File: src/rtl/ysyx_23060240_ifu_fetch_pkg.sv
// Shared constants and types for the instruction fetch stage:
// reset PC, NOP encoding, FSM state encoding and next-PC select codes.
package ysyx_23060240_ifu_fetch_pkg;

    localparam logic [31:0] RESET_PC_DEF = 32'h8000_0000;
    localparam logic [31:0] NOP_INST_DEF = 32'h0000_0013;

    typedef enum logic [1:0] {
        S_IDLE = 2'd0,
        S_REQ  = 2'd1,
        S_WAIT = 2'd2,
        S_HOLD = 2'd3
    } fetch_state_e;

    typedef enum logic [1:0] {
        PC_HOLD  = 2'd0,
        PC_INC   = 2'd1,
        PC_REDIR = 2'd2,
        PC_PEND  = 2'd3
    } pc_sel_e;

    function automatic logic [31:0] word_align(input logic [31:0] addr);
        return {addr[31:2], 2'b00};
    endfunction

endpackage

File: src/rtl/ysyx_23060240_pc_reg.sv
// Program counter register with its next-PC mux (hold / +4 / redirect / pending redirect).
module ysyx_23060240_pc_reg
    import ysyx_23060240_ifu_fetch_pkg::*;
#(
    parameter logic [31:0] RESET_PC = RESET_PC_DEF
) (
    input  logic        clk,
    input  logic        rst,
    input  pc_sel_e     sel_i,
    input  logic [31:0] redirect_pc_i,
    input  logic [31:0] pend_pc_i,
    output logic [31:0] pc_o
);

    logic [31:0] pc_q;
    logic [31:0] pc_d;

    // Both redirect sources are forced word-aligned; +4 wraps naturally at 32 bits.
    always_comb begin
        pc_d = pc_q;
        case (sel_i)
            PC_HOLD:  pc_d = pc_q;
            PC_INC:   pc_d = pc_q + 32'd4;
            PC_REDIR: pc_d = word_align(redirect_pc_i);
            PC_PEND:  pc_d = word_align(pend_pc_i);
            default:  pc_d = pc_q;
        endcase
    end

    always_ff @(posedge clk or posedge rst) begin
        if (rst) begin
            pc_q <= RESET_PC;
        end else begin
            pc_q <= pc_d;
        end
    end

    assign pc_o = pc_q;

endmodule

File: src/rtl/ysyx_23060240_ifu_fetch.sv
// Non-pipelined instruction fetch: one imem request in flight, registered output to decode,
// redirects from execute squash wrong-path fetches.
module ysyx_23060240_ifu_fetch
    import ysyx_23060240_ifu_fetch_pkg::*;
#(
    parameter logic [31:0] RESET_PC = RESET_PC_DEF,
    parameter logic [31:0] NOP_INST = NOP_INST_DEF
) (
    input  logic         clk,
    input  logic         rst,
    output logic         imem_req_valid,
    input  logic         imem_req_ready,
    output logic [31:0]  imem_req_addr,
    input  logic         imem_rsp_valid,
    output logic         imem_rsp_ready,
    input  logic [31:0]  imem_rsp_data,
    input  logic         imem_rsp_err,
    input  logic         redirect_valid,
    input  logic [31:0]  redirect_pc,
    output logic         out_valid,
    input  logic         out_ready,
    output logic [31:0]  out_inst,
    output logic [31:0]  out_pc,
    output logic         out_fault,
    output fetch_state_e dbg_state
);

    // Handshakes: a transfer happens on a rising edge where valid and ready are both high;
    // valid and its payload stay stable until that edge.
    fetch_state_e state_q;
    logic         redir_pend_q;
    logic [31:0]  pend_pc_q;
    logic         out_valid_q;
    logic [31:0]  out_inst_q;
    logic [31:0]  out_pc_q;
    logic         out_fault_q;
    logic [31:0]  pc;
    pc_sel_e      pc_sel;

    ysyx_23060240_pc_reg #(
        .RESET_PC(RESET_PC)
    ) u_pc_reg (
        .clk          (clk),
        .rst          (rst),
        .sel_i        (pc_sel),
        .redirect_pc_i(redirect_pc),
        .pend_pc_i    (pend_pc_q),
        .pc_o         (pc)
    );

    // The pc may only move while no request is being accepted this cycle.
    always_comb begin
        pc_sel = PC_HOLD;
        case (state_q)
            S_IDLE: if (redirect_valid) pc_sel = PC_REDIR;
            S_REQ:  if (redirect_valid && !imem_req_ready) pc_sel = PC_REDIR;
            S_WAIT: begin
                if (imem_rsp_valid) begin
                    if (redirect_valid)    pc_sel = PC_REDIR;
                    else if (redir_pend_q) pc_sel = PC_PEND;
                    else                   pc_sel = PC_INC;
                end
            end
            S_HOLD: if (redirect_valid) pc_sel = PC_REDIR;
            default: pc_sel = PC_HOLD;
        endcase
    end

    always_ff @(posedge clk or posedge rst) begin
        if (rst) begin
            state_q      <= S_IDLE;
            redir_pend_q <= 1'b0;
            pend_pc_q    <= RESET_PC;
            out_valid_q  <= 1'b0;
            out_inst_q   <= NOP_INST;
            out_pc_q     <= RESET_PC;
            out_fault_q  <= 1'b0;
        end else begin
            case (state_q)
                S_IDLE: state_q <= S_REQ;
                S_REQ: begin
                    if (imem_req_ready) begin
                        state_q <= S_WAIT;
                        if (redirect_valid) begin
                            redir_pend_q <= 1'b1;
                            pend_pc_q    <= word_align(redirect_pc);
                        end
                    end
                end
                S_WAIT: begin
                    if (imem_rsp_valid) begin
                        if (redirect_valid || redir_pend_q) begin
                            redir_pend_q <= 1'b0;
                            state_q      <= S_REQ;
                        end else begin
                            out_inst_q  <= imem_rsp_err ? NOP_INST : imem_rsp_data;
                            out_fault_q <= imem_rsp_err;
                            out_pc_q    <= pc;
                            out_valid_q <= 1'b1;
                            state_q     <= S_HOLD;
                        end
                    end else if (redirect_valid) begin
                        // A later redirect simply overwrites an earlier pending one.
                        redir_pend_q <= 1'b1;
                        pend_pc_q    <= word_align(redirect_pc);
                    end
                end
                S_HOLD: begin
                    if (redirect_valid || out_ready) begin
                        out_valid_q <= 1'b0;
                        state_q     <= S_REQ;
                    end
                end
                default: state_q <= S_IDLE;
            endcase
        end
    end

    assign imem_req_valid = (state_q == S_REQ);
    assign imem_rsp_ready = (state_q == S_WAIT);
    assign imem_req_addr  = pc;
    assign out_valid      = out_valid_q;
    assign out_inst       = out_inst_q;
    assign out_pc         = out_pc_q;
    assign out_fault      = out_fault_q;
    assign dbg_state      = state_q;

endmodule

File: config.mk
export PLATFORM = sky130hd
export DESIGN_NAME = ysyx_23060240_ifu_fetch
export DESIGN_NICKNAME = d
export VERILOG_FILES = /design/src/rtl/ysyx_23060240_ifu_fetch_pkg.sv /design/src/rtl/ysyx_23060240_pc_reg.sv /design/src/rtl/ysyx_23060240_ifu_fetch.sv
export SDC_FILE = /design/constraint.sdc
export NUM_CORES = 1
export LEC_CHECK = 0
export ABC_AREA = 1
export CORE_MARGIN = 10
export CORE_UTILIZATION = 64
export DETAILED_ROUTE_END_ITERATION = 10
export DONT_BUFFER_PORTS = 1
export PLACE_DENSITY = 0.8
export RECOVER_POWER = 100
export SLEW_MARGIN = 10
export SYNTH_ARGS = -nofsm -noshare
export SYNTH_HDL_FRONTEND = slang
export SYNTH_HIERARCHICAL = 1
export SYNTH_SLANG_ARGS = --single-unit
File: constraint.sdc
create_clock -name clk -period 4.2 [get_ports clk]
set_input_delay 0.84 -clock clk [delete_from_list [all_inputs] [get_ports clk]]
set_output_delay 0.84 -clock clk [all_outputs]
set_load 0.02 [all_outputs]
# Yosys cells after proc, flatten, opt, wreduce, memory -nomap -nowiden
# Index checks and enable logic that the tools add are counted.
# W data, S select, Z words.
[word_totals]
ff_bits = 133
inputBits = 71
out_inout_bits = 102
elab_cells = 62
[classes]
add_sub_neg = 1
eq_ne = 12
muxes = 26
bitwise = 1
reduce_logical = 14
[op_table]
columns = ["operator", "count"]
rows = [
  ["$mux W32", 4],
  ["$pmux W32 S3", 1],
  ["$pmux W32 S2", 1],
  ["$add A32 B3 Y32 const B", 1],
  ["$mux W2", 9],
  ["$reduce_and A3 Y1", 4],
  ["$eq A2 B2 Y1 const B", 4],
  ["$ne A2 B2 Y1 const B", 4],
  ["$pmux W2 S4", 1],
  ["$mux W1", 7],
  ["$pmux W2 S3", 1],
  ["$eq A2 B1 Y1 const B", 2],
  ["$logic_not A2 Y1", 2],
  ["$pmux W1 S2", 2],
  ["$reduce_and A4 Y1", 1],
  ["$reduce_bool A2 Y1", 2],
  ["$ne A3 B2 Y1 const B", 1],
  ["$logic_or A1 B1 Y1", 2],
  ["$ne A2 B1 Y1 const B", 1],
  ["$reduce_or A2 Y1", 1],
  ["$logic_and A1 B1 Y1", 1],
  ["$logic_not A1 Y1", 1],
  ["$not A1 Y1", 1],
]

# Logic depth before layout (Yosys ltp)
# Gate-level depths: netlist (run 1).
[logic_depth]
word_depth = 6
mapped_depth = 14
depth_no_buf = 12

# Modules after synthesis
# Netlist (run 1), hierarchy kept.
[modules_own_cells]
columns = ["module", "n_inst", "cells_per_inst", "area_per_inst_um2", "seq_area_each_um2"]
rows = [
  ["ysyx_23060240_ifu_fetch", 1, 461, 4041.4, 2483.6],
  ["ysyx_23060240_pc_reg", 1, 391, 2471.1, 752.0],
]

# Worst setup path after synthesis (run 1)
# No wires, ideal clock.
[synth_path]
kind = "register -> register"
startpoint = "register state_q[0] (netlist: dbg_state[0])"
endpoint = "register u_pc_reg.pc_q[6] (netlist: u_pc_reg/pc_o[6])"
setup_time_ps = 88
t_arrival_ps = 2059
required_time_ps = 4112
path_slack_ps = 2053
path_stages_with_launch = 13
n_path_buf = 2
period_less_slack_ps = 2147
path_cell_list = "dfrtp_1 > inv_1 > ha_1 > nand2_2 > a21oi_1 > nand2_1 > o21ai_0 > buf_2 > nand2_1 > inv_1 > clkbuf_1 > nand2_1 > a41oi_1"
[synth_between]
elab_cells_between_ends = 11
classes_between = "6 x eq/ne; 2 x mux; 3 x reduce/logical"
[synth_rtl]
columns = ["element", "line_no", "text"]
rows = [
  ["start, declared", "ysyx_23060240_ifu_fetch.sv:30", "fetch_state_e state_q;"],
  ["start signal, assigned", "ysyx_23060240_ifu_fetch.sv:71", "state_q <= S_IDLE;"],
  ["start signal, assigned", "ysyx_23060240_ifu_fetch.sv:80", "S_IDLE: state_q <= S_REQ;"],
  ["start signal, assigned", "ysyx_23060240_ifu_fetch.sv:83", "state_q <= S_WAIT;"],
  ["$eq A2 B2 Y1 (*)", "-", ""],
  ["net imem_rsp_ready", "ysyx_23060240_ifu_fetch.sv:15", "output logic imem_rsp_ready,"],
  ["$pmux W2 S3 (*)", "ysyx_23060240_ifu_fetch.sv:54", "case (state_q)"],
  ["net pc_sel[1]", "ysyx_23060240_ifu_fetch.sv:38", "pc_sel_e pc_sel;"],
  ["$eq A2 B2 Y1 or $eq A2 B1 Y1 (tied branches)", "ysyx_23060240_pc_reg.sv:21", "case (sel_i)"],
  ["$pmux W32 S3", "ysyx_23060240_pc_reg.sv:21", ""],
  ["end signal, assigned", "ysyx_23060240_pc_reg.sv:34", "pc_q <= pc_d;"],
  ["end, declared", "ysyx_23060240_pc_reg.sv:15", "logic [31:0] pc_q;"],
]
# The timed path passes the listed nets; every way through them passes the cells marked *.
# A chain may end at the register's enable or synchronous reset.

# Worst setup path in the final report (run 1)
[layout_path]
startpoint = "register state_q[0] (netlist: dbg_state[0])"
endpoint = "register u_pc_reg.pc_q[7] (netlist: u_pc_reg/pc_o[7])"
# Same word-level chain as after synthesis.

==> metrics.md, run 1 <==
| Metric | Value |
|---|---|
| Unrepaired setup endpoints after global routing | false |
| Filler cell count in the final layout | 773 |
| Maxcap violations | 3 |
| Count of mapped cells out of synthesis | 851 |
| Flip-flop and latch area | roughly 3200 um^2 |
| Final count of hold timing violations | 0 |
| Fin nets | between 900 and 1000 |
| P_leak | 3.82 nW |
| Fraction of final layout cells sized beyond drive strength 1 | roughly 7.5% |
| Worst hold path class | in -> reg |
| Clock insertion delay at the later pin of the skew report | 0.52 ns |
| Boundary pin count | 173 |
| Global Route Usage Sum | 24.4% |
| DIE WIDTH | 121 um |
| Initial standard-cell utilization of the core | 66.3% |
| Iteration-0 DRC Markers | ~640 |
| WL per Instance | around 18 um |
| RD Place Congestion | ~0.90 |
| Core Region | 9820 um^2 |
| Post-synth design cell area | between 6000 and 7000 um^2 |
| First-pass GRT wire length | 28800 um |
| Final ANT Viol Nets | 0 |
| Inserted Clock Buffers | 17 |
| Data required time of the critical path | 4.59 ns |
| Crit start category | flop |
| Max Buffers Root-to-Sink | 2 |
| Worst slew pin tran | about 2.8 ns |
| Initial antenna violation count | 0 |
| Length of the first detailed-routing pass in iterations | 5 |
| Number of instances resized during post-cts repair | 0 |
| Final worst-path cycle share | about nine tenths |
| Port Buffers | 0 |
| Outcome | complete, but fails checks |
| Post-layout minimum cycle time | 3.74 ns |
| Highest fanout seen on the critical path | 24 |
| H-Tree Depth | 4 |
| Endpoint class of the critical path | flop |
| Residual DRC count | 0 |
| Violated checks | max-capacitance violations, max-slew violations |
| Clock tree from TritonCTS | done |
| Setup TNS after final layout | 0 ns |
| Largest net degree at the start of global routing | around 80 |
| Die height | roughly 120 um |
| Synthesis-to-layout area growth | 7.61% |
| CTS root buf | sky130_fd_sc_hd__clkbuf_8 |
| DP Wirelength | about 13000 um |
| Synth warnings | 6 |
| Final design instance area without fill | 7000 um^2 |
| Area taken by multi-input logic gates | 2800 um^2 |
| Final core utilization | between 70% and 80% |
| Number of global-route vias before repair | ~5500 |
| Final Skew | between 0.01 and 0.015 ns |
| Number of vias after detailed routing | around 5700 |
| Final Setup Violations | 0 |
| GRT overflow | 0 |
| Classification of the worst setup path | reg -> reg |
| Post-CTS setup buffer count | 0 |
| Pins Over Slew Limit | 140 |
| Vias per inst | between 5 and 6 |
| Worst Path Arrival | a little over 4 ns |
| Synthesized area per cell | between 7 and 8 um^2 |
| Cell area after placement | between 6000 and 7000 um^2 |
| Power per cell area | between 800 and 900 nW/um^2 |
| Total clock sinks | between 100 and 150 |
| Post-CTS clock slew at the launch and capture registers of the worst setup and hold paths | ~0.06 ns |
| Highest clock frequency the design can meet | roughly 0.27 GHz |
| Worst vdd ir | between 500 and 600 uV |
| Overall die area | 14600 um^2 |
| Std cell rows | 36 |
| Relative slew margins | -89.3% |
| Hold buffers post-CTS | 0 |
| Antenna diode count | 0 |
| Final wirelength | around 18000 um |
-- stage by stage --
step	hold WS [ns]	instances	total power [W]	setup WS (ns)
6_report	0.424	985	0.00563	0.461
5_1_grt	0.427	985	0.00601	0.182
4_1_cts	0.305	985	0.00564	0.617
3_5_place_dp	0.459	953	0.00425	0.637
3_3_place_gp	0.452	953	0.00414	0.795
2_1_floorplan	0.442	852	0.00380	0.778
-- final timing paths --
kind / cells after the start / slack, ns / from / endpoint
max in group asynchronous: 2 / 1.19 / rst / pend_pc_q[11]
worst min-delay path: 2 / 0.42 / imem_rsp_data[24] / out_inst[24]
min in group asynchronous: 2 / 0.83 / rst / u_pc_reg/pc_o[2]
worst max-delay path: 10 / 0.46 / dbg_state[0] / u_pc_reg/pc_o[7]
worst min register to register: 2 / 0.47 / pend_pc_q[27] / pend_pc_q[27]
worst max register to register: 10 / 0.46 / dbg_state[0] / u_pc_reg/pc_o[7]
-- metal layers --
layer / GRT usage (%) / share of wire (%) / wire (um)
met2: 39.6 / 46 / 8330
met4: 9.65 / 2.6 / 462
met1: 28.6 / 39 / 6980
met5: 0 / 0 / 0
met3: 9.35 / 12 / 2200
-- worst max-delay path, stage by stage (launching register included) --
cell and delay (ns):
sky130_fd_sc_hd__dfrtp_1 0.55, sky130_fd_sc_hd__inv_1 0.11, sky130_fd_sc_hd__ha_1 0.32, sky130_fd_sc_hd__nand2_1 0.16
sky130_fd_sc_hd__a21oi_1 0.08, sky130_fd_sc_hd__nand2_1 0.06, sky130_fd_sc_hd__o21ai_0 0.37, sky130_fd_sc_hd__nor2_2 0.90
sky130_fd_sc_hd__inv_1 0.67, sky130_fd_sc_hd__nor2_1 0.29, sky130_fd_sc_hd__a31oi_1 0.08
-- power breakdown --
part | total [W] | switching (W) | internal, W
logic | 0.00175 | 0.00118 | 0.000572
registers | 0.00251 | 0.000842 | 0.00167
clock network | 0.00137 | 0.000520 | 0.000853
-- final cells by class --
cell class	instances	area share, %
flip-flops and latches	129	46.2
multi-input cells	627	39.9
clock buffers	21	6.27
inverters	59	3.20
well taps	133	2.38
clock inverters	11	1.63
repair buffers	5	0.411
-- placed cells by master (no fill, tap or decap), types with 5 or more instances in the layout --
cell type                   count
sky130_fd_sc_hd__dfrtp_1      123
sky130_fd_sc_hd__a31oi_1        8
sky130_fd_sc_hd__nand2_2        6
sky130_fd_sc_hd__clkbuf_16     16
sky130_fd_sc_hd__ha_1           6
sky130_fd_sc_hd__inv_1         56
sky130_fd_sc_hd__nand3_1       74
sky130_fd_sc_hd__dfstp_1        5
sky130_fd_sc_hd__nor2_4         7
sky130_fd_sc_hd__nand2_1      371
sky130_fd_sc_hd__a22oi_1        5
sky130_fd_sc_hd__nor2_1        70
sky130_fd_sc_hd__a221oi_1      11
sky130_fd_sc_hd__nor2_2        11
sky130_fd_sc_hd__a21oi_1       18
sky130_fd_sc_hd__o21ai_0       27
sky130_fd_sc_hd__clkinv_2       6
-- sequential cells by signal, summed over array words and instances (netlist names) --
name,count
out_valid,1
out_fault,1
pend_pc_q,30
redir_pend_q,1
u_pc_reg/pc_o,30
out_pc,32
dbg_state,2
out_inst,32
Power figures use the tool's default switching activity.
==> run 2, diff against run 1 <==
==> constraint.sdc (replaced) <==
create_clock -name clk -period 4.2 [get_ports clk]
set_input_delay 0.42 -clock clk [delete_from_list [all_inputs] [get_ports clk]]
set_output_delay 0.42 -clock clk [all_outputs]
set_load 0.02 [all_outputs]
==> run 2 against run 1 <==
The flow still finishes with violations (max-capacitance violations, max-slew violations). Clock power increased by 11%. Die area unchanged. Global-route usage decreased by 0.19 points. Fmax shrank 1.0%. Total power increased by 2.8%. Critical path depth did not move. Count of clock-buffer cells in the layout decreased by 2. Wire length grew 0.85%. Non-clock buffer count up 1.
==> metrics.md, run 2 (synthesized netlist as in run 1, its figures left out) <==
| Metric | Value |
|---|---|
| Outcome | complete, but fails checks |
| Violated checks | max-capacitance violations, max-slew violations |
| Unrepaired setup endpoints after global routing | false |
| Worst Path Arrival | slightly above 4 ns |
| Post-CTS clock slew at the launch and capture registers of the worst setup and hold paths | 0.06 ns |
| Initial antenna violation count | 0 |
| Final Setup Violations | 0 |
| Relative slew margins | -22.7% |
| Final worst-path cycle share | between 80% and 90% |
| GRT overflow | 0 |
| Crit start category | flop |
| P_leak | around 3.8 nW |
| Data required time of the critical path | 4.57 ns |
| Synthesis-to-layout area growth | 8.73% |
| Worst vdd ir | 542 uV |
| Number of global-route vias before repair | 5470 |
| Crit path cell chain | inv_1 > ha_1 > nand2_1 > a21oi_1 > nand2_1 > o21ai_0 > nor2_2 > inv_1 > nor2_1 > a21oi_1 |
| Worst hold slack after final layout | 0.00965 ns |
| Clock insertion delay at the later pin of the skew report | between 0.5 and 0.6 ns |
| Final ANT Viol Nets | 0 |
| DIE WIDTH | approximately 120 um |
| CTS root buf | sky130_fd_sc_hd__clkbuf_8 |
| Length of the first detailed-routing pass in iterations | 5 |
| Maxcap violations | 3 |
| Number of standard cells in the layout, taps in and fillers out | 985 |
| WL per Instance | around 18 um |
| Inserted Clock Buffers | 17 |
| Maximum cell stage delay along the critical path | around 0.93 ns |
| Pins Over Slew Limit | about 100 |
| Fin nets | 917 |
| Worst hold path class | in -> reg |
| Critical path buffers and inverters | 2 |
| Port Buffers | 0 |
| # placed instances | ~950 |
| Final Skew | between 0.006 and 0.007 ns |
| Core Region | 9820 um^2 |
| Residual DRC count | 0 |
| Die height | approximately 120 um |
| Iteration-0 DRC Markers | 627 |
| Category of cells accounting for the largest share of critical-path delay | simple AND/OR/NAND/NOR gates |
| Number of vias after detailed routing | about 5700 |
| Antenna diode count | 0 |
| Classification of the worst setup path | reg -> reg |
| Clock tree from TritonCTS | done |
| Initial standard-cell utilization of the core | between 60% and 70% |
| Final count of hold timing violations | 0 |
| Final design instance area without fill | ~7100 um^2 |
| Boundary pin count | between 150 and 200 |
| Commonest non-fill, non-tap cell in the layout | sky130_fd_sc_hd__nand2_1 |
| Power per cell area | 818 nW/um^2 |
| First-pass GRT wire length | roughly 29000 um |
| Highest clock frequency the design can meet | around 0.26 GHz |
| Worst slew pin tran | approximately 1.8 ns |
| Fraction of final layout cells sized beyond drive strength 1 | under 10% |
| H-Tree Depth | 4 |
| Largest net degree at the start of global routing | between 60 and 70 |
| Std cell rows | 36 |
| Overall die area | approximately 15000 um^2 |
| Total clock sinks | ~130 |
| Final core utilization | ~70% |
| RD Place Congestion | ~0.9 |
| Endpoint class of the critical path | flop |
| Vias per inst | between 5 and 6 |
| Cell area after placement | about 6500 um^2 |
| Final wirelength | 18100 um |
| Most frequent cells in the layout | sky130_fd_sc_hd__nand2_1, sky130_fd_sc_hd__dfrtp_1, sky130_fd_sc_hd__nand3_1 |
| Post-layout minimum cycle time | ~3.8 ns |
| Post-CTS setup buffer count | 0 |
| Global Route Usage Sum | between 20 and 25% |
| Number of instances resized during post-cts repair | 0 |
| DP Wirelength | between 10000 and 15000 um |
| Highest fanout seen on the critical path | 24 |
| CP max stage cell | sky130_fd_sc_hd__nor2_2 |
| Filler cell count in the final layout | between 700 and 800 |
| Max Buffers Root-to-Sink | 2 |
| Setup TNS after final layout | 0 ns |
## run 2: path summary, 6_finish.rpt
| kind | slack, ns | to | from | cells after the start |
|---|---|---|---|---|
| min | 0.01 | out_inst[24] | imem_rsp_data[24] | 2 |
| max in group asynchronous | 1.28 | out_pc[0] | rst | 3 |
| max reg2reg | 0.42 | u_pc_reg/pc_o[29] | dbg_state[0] | 10 |
| max | 0.42 | u_pc_reg/pc_o[29] | dbg_state[0] | 10 |
| min in group asynchronous | 0.85 | out_pc[3] | rst | 2 |
| min reg2reg | 0.46 | pend_pc_q[31] | pend_pc_q[31] | 2 |
## run 2: metal layers
metal / vias up / track usage, % / part of all wire [%]
met3: 38 / 9.49 / 12
met1: 2725 / 28.7 / 39
met5: - / 0 / 0
met2: 311 / 39.3 / 47
li1: 2666 / - / -
met4: 0 / 8.45 / 2.0
## run 2: worst register-to-register path, stage by stage (launching register included)
cell	delay (ns)
sky130_fd_sc_hd__dfrtp_1	0.55
sky130_fd_sc_hd__inv_1	0.12
sky130_fd_sc_hd__ha_1	0.33
sky130_fd_sc_hd__nand2_1	0.16
sky130_fd_sc_hd__a21oi_1	0.08
sky130_fd_sc_hd__nand2_1	0.05
sky130_fd_sc_hd__o21ai_0	0.35
sky130_fd_sc_hd__nor2_2	0.93
sky130_fd_sc_hd__inv_1	0.69
sky130_fd_sc_hd__nor2_1	0.32
sky130_fd_sc_hd__a21oi_1	0.08
## run 2: timing repair
| item | 4_1_cts | 5_1_grt |
|---|---|---|
| setup endpoints to repair | 0 | 0 |
| hold endpoints to repair | 67 | 0 |
| hold buffers | 1 | 0 |
## run 2: through the flow
stage	setup slack, ns	power, W
detailed placement	0.763	0.00425
global route	0.255	0.00615
floorplan	1.20	0.00380
finish	0.422	0.00579
CTS	0.749	0.00579
global placement	0.794	0.00414
## run 2: report_power, final
| group | leakage, nW | internal (W) | switching [W] |
|---|---|---|---|
| sequential | 1.60 | 0.00167 | 0.000846 |
| combinational | 1.94 | 0.000572 | 0.00118 |
| clock | 0.291 | 0.000980 | 0.000540 |
## run 2: area by class of cell
type / instances / area (um^2) / area share, %
Tap cell: 133 / 166 / 2.35
Inverter: 59 / 225 / 3.18
Sequential cell: 129 / 3240 / 45.7
Multi-Input combinational cell: 627 / 2800 / 39.5
Clock buffer: 19 / 432 / 6.10
Timing Repair Buffer: 6 / 38.8 / 0.548
Clock inverter: 12 / 183 / 2.58
